<file path="config.mk">
export PLATFORM = sky130hd
export DESIGN_NAME = cache_refill_ctrl
export DESIGN_NICKNAME = d
export VERILOG_FILES = /design/src/rtl/cache_refill_ctrl.sv
export SDC_FILE = /design/constraint.sdc
export NUM_CORES = 1
export LEC_CHECK = 0
export ABC_AREA = 1
export BUFFER_PORTS_ARGS = -buffer_cell sky130_fd_sc_hd__buf_2
export CAP_MARGIN = 30
export CORE_MARGIN = 8
export CORE_UTILIZATION = 44
export DETAILED_ROUTE_END_ITERATION = 8
export PLACE_DENSITY = 0.72
export SYNTH_ARGS = -nofsm -noshare
export SYNTH_HDL_FRONTEND = slang
export SYNTH_SLANG_ARGS = --single-unit
export TNS_END_PERCENT = 10
</file>
<file path="constraint.sdc">
create_clock -name clk -period 1.31 [get_ports clk]
set_clock_uncertainty 0.15 [all_clocks]
set_input_delay 0.131 -clock clk [delete_from_list [all_inputs] [get_ports clk]]
set_output_delay 0.131 -clock clk [all_outputs]
set_load 0.03 [all_outputs]
</file>
<file path="src/rtl/cache_refill_ctrl.sv">
// cache_refill_ctrl: 4-beat miss refill FSM; CACHE_CRITICAL_WORD_FIRST_EN starts the burst at the requested word.
module cache_refill_ctrl #(
    parameter int DATA  = 32,
    parameter int WORDS = 4
) (
    input  logic            clk,
    input  logic            rst_n,
    input  logic            req_i,
    input  logic [DATA-1:0] addr_i,
    input  logic            hit_i,
    output logic            stall_o,
    output logic            mem_req_o,
    output logic [DATA-1:0] mem_addr_o,
    input  logic            mem_ready_i,
    input  logic [DATA-1:0] mem_rdata_i,
    output logic            fill_we_o,
    output logic [DATA-1:0] fill_addr_o,
    output logic [DATA-1:0] fill_word0_o,
    output logic [DATA-1:0] fill_word1_o,
    output logic [DATA-1:0] fill_word2_o,
    output logic [DATA-1:0] fill_word3_o
);
    typedef enum logic [1:0] {IDLE, FETCH, FILL} state_t;
    state_t                     r_state, w_next;
    logic [DATA-5:0]            r_blk;
    logic [1:0]                 r_off;
    logic [2:0]                 r_cnt;
    logic [WORDS-1:0][DATA-1:0] r_buf;
    logic                       w_miss;
    logic [1:0]                 w_start, w_idx;
    logic                       w_unused;
`ifdef CACHE_CRITICAL_WORD_FIRST_EN
    assign w_start = r_off;
`else
    assign w_start = 2'b00;
`endif
    assign w_unused = &{1'b0, addr_i[1:0], r_off};
    assign w_miss   = req_i && !hit_i;
    assign w_idx    = w_start + r_cnt[1:0];
    always_ff @(posedge clk or negedge rst_n) begin
        if (!rst_n) begin
            r_state <= IDLE;
            r_blk   <= '0;
            r_off   <= '0;
            r_cnt   <= '0;
            r_buf   <= '0;
        end else begin
            r_state <= w_next;
            if (r_state == IDLE && w_miss) begin
                r_blk <= addr_i[DATA-1:4];
                r_off <= addr_i[3:2];
                r_cnt <= '0;
            end else if (r_state == FETCH && mem_ready_i) begin
                r_buf[w_idx] <= mem_rdata_i;
                r_cnt        <= r_cnt + 3'd1;
            end
        end
    end
    always_comb begin
        w_next = IDLE;
        w_next = r_state == IDLE  ? (w_miss ? FETCH : IDLE) :
                 r_state == FETCH ? ((mem_ready_i && r_cnt == 3'd3) ? FILL : FETCH) : IDLE;
    end
    // stall is gated by rst_n so a miss seen during reset never freezes the pipeline
    assign stall_o      = rst_n && (r_state == IDLE ? w_miss : 1'b1);
    assign mem_req_o    = r_state == FETCH;
    assign mem_addr_o   = {r_blk, w_idx, 2'b00};
    assign fill_we_o    = r_state == FILL;
    assign fill_addr_o  = {r_blk, 4'b0000};
    assign fill_word0_o = r_buf[0];
    assign fill_word1_o = r_buf[1];
    assign fill_word2_o = r_buf[2];
    assign fill_word3_o = r_buf[3];
endmodule

</file>
==> results of run 1 <==
==> metal layers <==
metal	GRT usage	up-vias	wire, um
met2	0.395	267	11500
li1	-	2901	-
met5	0	-	8
met3	0.0792	48	1750
met4	0.0803	2	634
met1	0.259	2991	8720
==> worst max-delay path, cell delays in order (launching register included) <==
cell	delay, ns
dfrtp_2	0.46
inv_2	0.11
ha_4	0.14
nand4_1	0.18
buf_6	0.21
buf_16	0.15
nand2_2	0.07
nand2_1	0.07
==> worst paths after layout <==
kind                                  startpoint          endpoint  slack, ns
worst max-delay path                    r_cnt[1]  fill_word0_o[26]      -0.34
worst min-delay path                 mem_ready_i        r_state[1]       0.02
worst max register to register          r_cnt[1]  fill_word0_o[26]      -0.34
worst min register to register  fill_word3_o[21]  fill_word3_o[21]       0.32
max in group asynchronous                  rst_n  fill_word2_o[28]       0.29
min in group asynchronous                  rst_n   fill_word0_o[5]       0.30
==> area by class of cell <==
class	count	area [um^2]
sequential	161	4030
inverter	13	48.8
clock buffer	21	470
multi-input combinational	509	2350
tap	188	235
clock inverter	11	153
fill	1152	4790
timing repair buffer	373	2890
==> power by group through the flow <==
| stage | Clock (mW) | Combinational (mW) | Sequential, mW |
|---|---|---|---|
| after floorplan | 0 | 4.88 | 13.0 |
| after global placement | 0 | 13.0 | 8.65 |
| after detailed placement | 0 | 13.2 | 8.68 |
| after CTS | 5.29 | 14.4 | 8.74 |
| after global routing | 5.52 | 16.3 | 9.22 |
| final | 5.23 | 15.3 | 8.97 |
==> cells in the mapped netlist (all sizes together) <==
cell type,count,area [um^2]
conb,1,3.75
nor2,8,95.1
clkbuf,14,52.6
nand3,32,173
nand2,451,1690
inv,13,48.8
a21boi,1,7.51
ha,5,62.6
dfrtp,161,4030
buf,56,450
nand4,4,25.0
==> registers in the layout, indices dropped and copies added (netlist names) <==
name / count
fill_word2_o: 32
r_cnt: 3
r_state: 2
fill_word1_o: 32
fill_word0_o: 32
fill_word3_o: 32
r_blk: 28
==> stage by stage <==
step	power [mW]	utilization	TNS [ns]
after floorplan	17.9	-	-7.18
after global placement	21.6	0.537	-31.15
after detailed placement	21.9	0.537	-33.90
after CTS	28.4	0.652	-29.56
after global routing	31.0	0.680	-43.39
final	29.5	0.680	-31.79
==> what timing repair did <==
item / in CTS / in global routing
endpoints found under the hold margin: 317 / 0
cloned: 8 / 0
pin swaps: 35 / 30
hold buffers: 62 / 0
setup buffers: 13 / 5
gates resized for setup: 76 / 173
endpoints found under the setup margin: 180 / 234
==> cell families after synthesis <==
family,share of synthesized area
and+or+nand+nor,0.299
AOI/OAI and AO/OA,0.00113
adders and majority gates,0.00942
DFF,0.607
buffers and inverters,0.0831
other,0.000565
==> summary.md, run 1 <==
| Metric | Value |
|---|---|
| Non-filler instance count after layout | 1276 |
| Cell count after synthesis | roughly 750 |
| RSZ-0062 raised after global routing | true |
| Fmax | 605 MHz |
| Wire per inst | 17.7 um |
| Post-synth cell types | 16 |
| Final Max Tran Viols | 0 |
| Routed via count | 6209 |
| Clock transition at path regs | 0.06 ns |
| Clock share of power | 0.177 |
| Peak supply drop | 1.77 mV |
| Final Cell Area | 10200 um^2 |
| Syn-to-layout area delta | 53.4% |
| Port bufs | 253 |
| Final setup vio count | 166 |
| Num Clock Sinks | 161 |
| Synth Register Bits | around 160 |
| Die Ht | 139 um |
| Final WS setup | -0.342 ns |
| Worst reg-to-reg path cell count | 7 |
| DP Area | just over 8000 um^2 |
| Hold Path Stages | 4 |
| Critical Path RT | 1.46 ns |
| Die width | 139 um |
| Hold Crit Class | in -> reg |
| Diodes inserted | 0 |
| Vias per cell | 4.87 |
| Comb power frac | 0.519 |
| Most frequent cells in the layout | nand2_1 (384), buf_2 (191), dfrtp_1 (160), dlygate4sd3_1 (62), nand2_2 (60) |
| Syn. warnings | 0 |
| Outcome | complete, but fails checks |
| Largest net degree at the start of global routing | 94 |
| CTS tree | yes |
| Layout cells sized above 1 | 0.394 |
| Core area | 15000 um^2 |
| Cell Int Power | 15.7 mW |
| LEAKAGE | 5.73 nW |
| DRT Wirelength | 22600 um |
| Initial Utilization | 0.443 |
| CP Capture Type | flop |
| CTS Buf Count | 17 |
| Nets@finish | ~1100 |
| CTS root buffer | clkbuf_16 |
| NetSw | 13.8 mW |
| DIE AREA | ~19000 um^2 |
| Max cap viols | 0 |
| WHS | 0.0245 ns |
| First-pass GRT wire length | about 35000 um |
| CP Launch Type | flop |
| HPWL Detailed | 13800 um |
| # H-tree levels | 4 |
| Clk_lat worst skew | 0.41 ns |
| Final ANT Viol Nets | 0 |
| Worst Path Max Fanout | 7 |
| Drt first pass iters | 4 |
| Placement Setup Slack | -0.305 ns |
| Num rows | 45 |
| Post-Place Cells | 1156 |
| Final hold vios | 0 |
| Tcrit/Tclk final | 1.26 |
| GP Congestion | 0.803 |
| DRC | 0 |
| Antenna violations before repair | 1 |
| Failing checks | setup timing |
| Register area share after synthesis | 0.607 |
| GR Overflow Total | 0 |
| Commonest non-fill, non-tap cell in the layout | nand2_1 |
| Avg Synthesized Cell Area | 8.90 um^2 |
| DR iter-0 viols | 329 |
| Seq pwr share | 0.304 |
| Pwr/cell area | 2900 nW/um^2 |
| Vias in the first global route | between 6000 and 7000 |
| Setup CP Type | reg -> reg |
| Fin crit period | 1.65 ns |
| Clk buf depth | 2 |
| GRT Overall Usage | 0.229 |
| # IOs | 264 |
| Sw frac | 0.469 |
| Post-synthesis instance area | 6640 um^2 |
| Worst Path Arrival | 1.81 ns |
Note: power is estimated with default switching activity, not from simulation.
==> run 2, diff against run 1 <==
RECOVER_POWER = 100   (was not set)
==> run 2 against run 1 <==
Effect of this change:
- the flow still finishes with violations (setup timing)
- worst setup slack got worse by 0.0028 ns
- sequential share of layout area increased by 0.093 points
- via count about the same
- clock power about the same
- routed wire length about the same
- power about the same
- die area unchanged
- flip-flop and latch count unchanged
- design area decreased by 0.23%
- combinational power about the same
==> summary.md, run 2 (same netlist as run 1, synthesis figures left out) <==
| Metric | Value |
|---|---|
| Critical path's slowest cell | dfrtp_2 |
| Final ANT Viol Nets | 0 |
| Non-filler instance count after layout | 1276 |
| Drt first pass iters | 5 |
| Slew headroom | 0.539 |
| Cell Int Power | 15.6 mW |
| Final Cell Area | between 10000 and 15000 um^2 |
| Final hold vios | 0 |
| Worst reg-to-reg path cell count | 7 |
| First-pass GRT wire length | 35000 um |
| Final setup vio count | 166 |
| Commonest non-fill, non-tap cell in the layout | nand2_1 |
| Failing checks | setup timing |
| GP Congestion | 0.803 |
| Final WS setup | -0.345 ns |
| Die Ht | 139 um |
| TNS Setup | -31.93 ns |
| Critical path's largest stage delay | 0.46 ns |
| Worst-margin pin slew | around 0.69 ns |
| RSZ-0062 raised after global routing | true |
| CP Capture Type | flop |
| DRT Wirelength | 22600 um |
| Layout cells sized above 1 | 0.394 |
| Clock share of power | 0.177 |
| NetSw | roughly 14 mW |
| Max cap viols | 0 |
| Tcrit/Tclk final | 1.26 |
| Clk_lat worst skew | 0.42 ns |
| Hold Crit Class | in -> reg |
| Fmax | 604 MHz |
| Worst Path Max Fanout | 7 |
| CTS root buffer | clkbuf_16 |
| Worst Path Arrival | around 1.8 ns |
| LEAKAGE | about 5.7 nW |
| Outcome | complete, but fails checks |
| Vias per cell | 4.86 |
| CP bufs+invs | 3 |
| Clock transition at path regs | ~0.060 ns |
| Pwr/cell area | 2900 nW/um^2 |
| Seq pwr share | 0.304 |
| Peak supply drop | 1.77 mV |
| Antenna violations before repair | 1 |
| CP Launch Type | flop |
| DIE AREA | 19300 um^2 |
| Hold Path Stages | 4 |
| Vias in the first global route | roughly 6400 |
| Sw frac | 0.470 |
| Setup CP Type | reg -> reg |
| Post-layout util | 0.678 |
| Initial Utilization | 0.443 |
| Final Max Tran Viols | 0 |
| Die width | between 100 and 150 um |
| DR iter-0 viols | between 300 and 400 |
| Fin crit period | 1.66 ns |
| CP top delay family | buffers and inverters |
| GR Overflow Total | 0 |
| DRC | 0 |
| HPWL Detailed | ~14000 um |
| Num rows | between 40 and 50 |
| CP Cell Sequence | inv_2 -> ha_4 -> nand4_1 -> buf_6 -> buf_16 -> nand2_2 -> nand2_1 |
| Worst path depth | 7 |
| Syn-to-layout area delta | 53.0% |
| Core area | around 15000 um^2 |
| Port bufs | 253 |
| Most frequent cells in the layout | nand2_1 (384), buf_2 (171), dfrtp_1 (160), dlygate4sd3_1 (62), nand2_2 (60) |
| Num Clock Sinks | around 160 |
| DP Area | 8040 um^2 |
| Comb power frac | 0.518 |
| # IOs | 264 |
| Wire per inst | 17.7 um |
| Largest net degree at the start of global routing | 94 |
| Critical Path RT | 1.46 ns |
| CTS tree | yes |
| CTS Buf Count | 17 |
| Routed via count | around 6200 |
| Post-Place Cells | ~1200 |
| # H-tree levels | 4 |
| GRT Overall Usage | 0.229 |
| Diodes inserted | 0 |
| Nets@finish | between 1000 and 1500 |
| Clk buf depth | 2 |
==> run 2: per-layer routing <==
layer | wire length (um) | global-route usage | vias up
li1 | - | - | 2901
met1 | 8630 | 0.259 | 2986
met2 | 11500 | 0.395 | 276
met3 | 1870 | 0.0792 | 42
met4 | 588 | 0.0803 | 2
met5 | 8 | 0 | -
==> run 2: path summary, 6_finish.rpt <==
check / end / slack, ns / from
min in group asynchronous: fill_word0_o[5] / 0.40 / rst_n
worst min register to register: fill_word0_o[1] / 0.33 / fill_word0_o[1]
worst max register to register: fill_word0_o[26] / -0.35 / r_cnt[1]
max in group asynchronous: fill_word1_o[17] / 0.09 / rst_n
worst min-delay path: r_state[1] / 0.02 / mem_ready_i
worst max-delay path: fill_word0_o[26] / -0.35 / r_cnt[1]
==> run 2: worst register-to-register path: cells and delay by family (launching register included) <==
kind	cells	cell delay, ns
flip-flops	1	0.46
AND/OR/NAND/NOR	3	0.33
buffers and inverters	3	0.47
adder cells (fa/ha/maj)	1	0.14
==> run 2: timing repair <==
action	CTS	global route
setup buffers	13	5
gates resized for setup	76	173
hold buffers	62	0
hold endpoints to repair	317	0
cloned	8	0
endpoints found under the setup margin	180	234
pin swaps	35	30
==> run 2: layout make-up <==
class | instances | area [um^2]
clock buffers | 21 | 470
clock inverters | 11 | 153
fillers | 1160 | 4820
inverters | 13 | 48.8
multi-input cells | 509 | 2350
flip-flops and latches | 161 | 4030
well taps | 188 | 235
repair buffers | 373 | 2870
==> run 2: power by group through the flow <==
stage / registers, mW / clock network [mW] / logic (mW)
after floorplan: 13.0 / 0 / 4.88
after global placement: 8.65 / 0 / 13.0
after detailed placement: 8.68 / 0 / 13.2
after CTS: 8.74 / 5.29 / 14.4
after global routing: 9.23 / 5.52 / 16.3
final: 8.98 / 5.23 / 15.3
==> run 2: through the flow <==
step | setup slack, ns | total power [mW] | hold WS (ns)
global placement | -0.294 | 21.6 | 0.0426
detailed placement | -0.305 | 21.9 | 0.0481
finish | -0.345 | 29.5 | 0.0230
floorplan | -0.0809 | 17.9 | -0.315
CTS | -0.327 | 28.4 | 0.00992
global route | -0.401 | 31.0 | 0.0130
==> run 3, diff against run 2 <==
REMOVE_ABC_BUFFERS = 1   (was not set)
==> run 3 against run 2 <==
Effect of this change:
- die area unchanged
- sequential power about the same
- worst setup slack improved by 0.070 ns
- clock power decreased by 6.7%
- highest routed layer is now met4
- combinational power about the same
- sequential share of layout area increased by 0.052 points
- utilization about the same
- the flow still finishes with violations (setup timing)
- register-to-register slack improved by 0.095 ns
- via count increased by 2.1%
- critical path depth decreased by 2
- critical path type is now reg -> out
- cell count unchanged
==> summary.md, run 3 (same netlist as run 1, synthesis figures left out) <==
| Metric | Value |
|---|---|
| Final hold vios | 0 |
| Core area | approximately 15000 um^2 |
| Hold EP | fill_word1_o[11] |
| Wire length on met2 | 11500 um |
| Final setup vio count | 165 |
| Fmax | 631 MHz |
| Pwr/cell area | 2870 nW/um^2 |
| Die Ht | 139 um |
| GRT Overall Usage | 0.238 |
| Post-layout util | 0.679 |
| Highest routed metal layer | met4 |
| GP Congestion | 0.777 |
| CP Launch Type | flop |
| Worst reg-to-reg path cell count | 7 |
| CTS root buffer | clkbuf_16 |
| Syn-to-layout area delta | 53.0% |
| Commonest non-fill, non-tap cell in the layout | nand2_1 |
| CP Capture Type | output pin |
| R2R setup slack | -0.25 ns |
| Failing checks | setup timing |
| Clk buf depth | 2 |
| Critical R2R Capture | fill_word1_o[23] |
| Fin crit period | 1.59 ns |
| WL met3 | 2090 um |
| Antenna violations before repair | 0 |
| CTS tree | yes |
| Initial Utilization | 0.443 |
| Die width | 139 um |
| Final WS setup | -0.275 ns |
| Post-Place Cells | 1161 |
| Final Power | 29.2 mW |
| Placement Setup Slack | -0.231 ns |
| DP Area | 8110 um^2 |
| Num rows | 45 |
| Setup CP Type | reg -> out |
| Vias in the first global route | 6667 |
| GR Overflow Total | 0 |
| Clock transition at path regs | 0.06 ns |
| Diodes inserted | 0 |
| Routed via count | 6340 |
| Final ANT Viol Nets | 0 |
| Worst Path Max Fanout | 2 |
| DIE AREA | 19300 um^2 |
| Drt first pass iters | 5 |
| HPWL Detailed | 14700 um |
| Reg2Reg Launch Point | r_cnt[1] |
| Num Clock Sinks | approximately 160 |
| Most frequent cells in the layout | nand2_1 (413), buf_2 (161), dfrtp_1 (155), dlygate4sd3_1 (63), buf_4 (54) |
| Largest net degree at the start of global routing | 52 |
| Hold Path Stages | 6 |
| Outcome | complete, but fails checks |
| CTS Buf Count | 17 |
| Hold Crit Class | in -> reg |
| Wire length on met1 | 9300 um |
| LEAKAGE | around 5.7 nW |
| DRT Wirelength | 23700 um |
| Nets@finish | 1150 |
| WHS | ~0.15 ns |
| Vias per cell | 4.97 |
| RSZ-0062 raised after global routing | true |
| Port bufs | 253 |
| # IOs | 264 |
| Hold Path Origin | mem_ready_i |
| Final Cell Area | 10200 um^2 |
| DR iter-0 viols | 416 |
| Worst Path Arrival | 1.30 ns |
| TNS Setup | -28.01 ns |
| Critical Path RT | 1.03 ns |
| Tcrit/Tclk final | 1.21 |
| DRC | 0 |
| Non-filler instance count after layout | 1276 |
| Final Max Tran Viols | 0 |
| First-pass GRT wire length | 36000 um |
| Layout cells sized above 1 | 0.369 |
| Max cap viols | 0 |
| Wire per inst | 18.6 um |
| Clk_lat worst skew | 0.42 ns |
| Peak supply drop | 1.92 mV |
| # H-tree levels | 4 |
run 3: how the worst max path moves through the flow:
stage	from	end	slack, ns	depth (start not counted)
after global placement	r_cnt[0]	fill_word2_o[11]	-0.16	6
after floorplan	r_state[0]	r_cnt[0]	-1.40	4
after CTS	r_state[0]	stall_o	-0.28	4
final	r_state[1]	mem_req_o	-0.28	5
after detailed placement	r_cnt[0]	fill_word2_o[25]	-0.23	6
after global routing	r_state[1]	mem_req_o	-0.33	5
run 3: worst max-delay path: stages (launching register included):
cell,delay (ns)
dfrtp_1,0.41
inv_2,0.08
buf_4,0.13
nand2_2,0.06
inv_2,0.07
buf_6,0.13
run 3: layout make-up:
class                   instances  area (um^2)
multi-input cells             507         2240
well taps                     188          235
repair buffers                376         3030
clock inverters                 8          105
clock buffers                  23          468
inverters                      13         48.8
flip-flops and latches        161         4040
fillers                      1113         4810
run 3: metal layers:
layer  global-route usage  up-vias
li1                     -     2889
met1                0.275     3053
met2                0.395      341
met3               0.0819       57
met4                0.104        0
met5                    0        -
run 3: power by group:
| part | internal, mW | switching (mW) | leakage [nW] |
|---|---|---|---|
| Combinational | 5.27 | 10.0 | 3.44 |
| Clock | 2.90 | 1.98 | 0.270 |
| Sequential | 7.30 | 1.70 | 2.02 |
run 3: timing repair:
item,CTS,global route
gates resized for setup,85,167
endpoints found under the setup margin,180,256
hold endpoints to repair,319,1
hold buffers,62,1
setup buffers,13,3
pin swaps,36,22
gates cloned,5,2
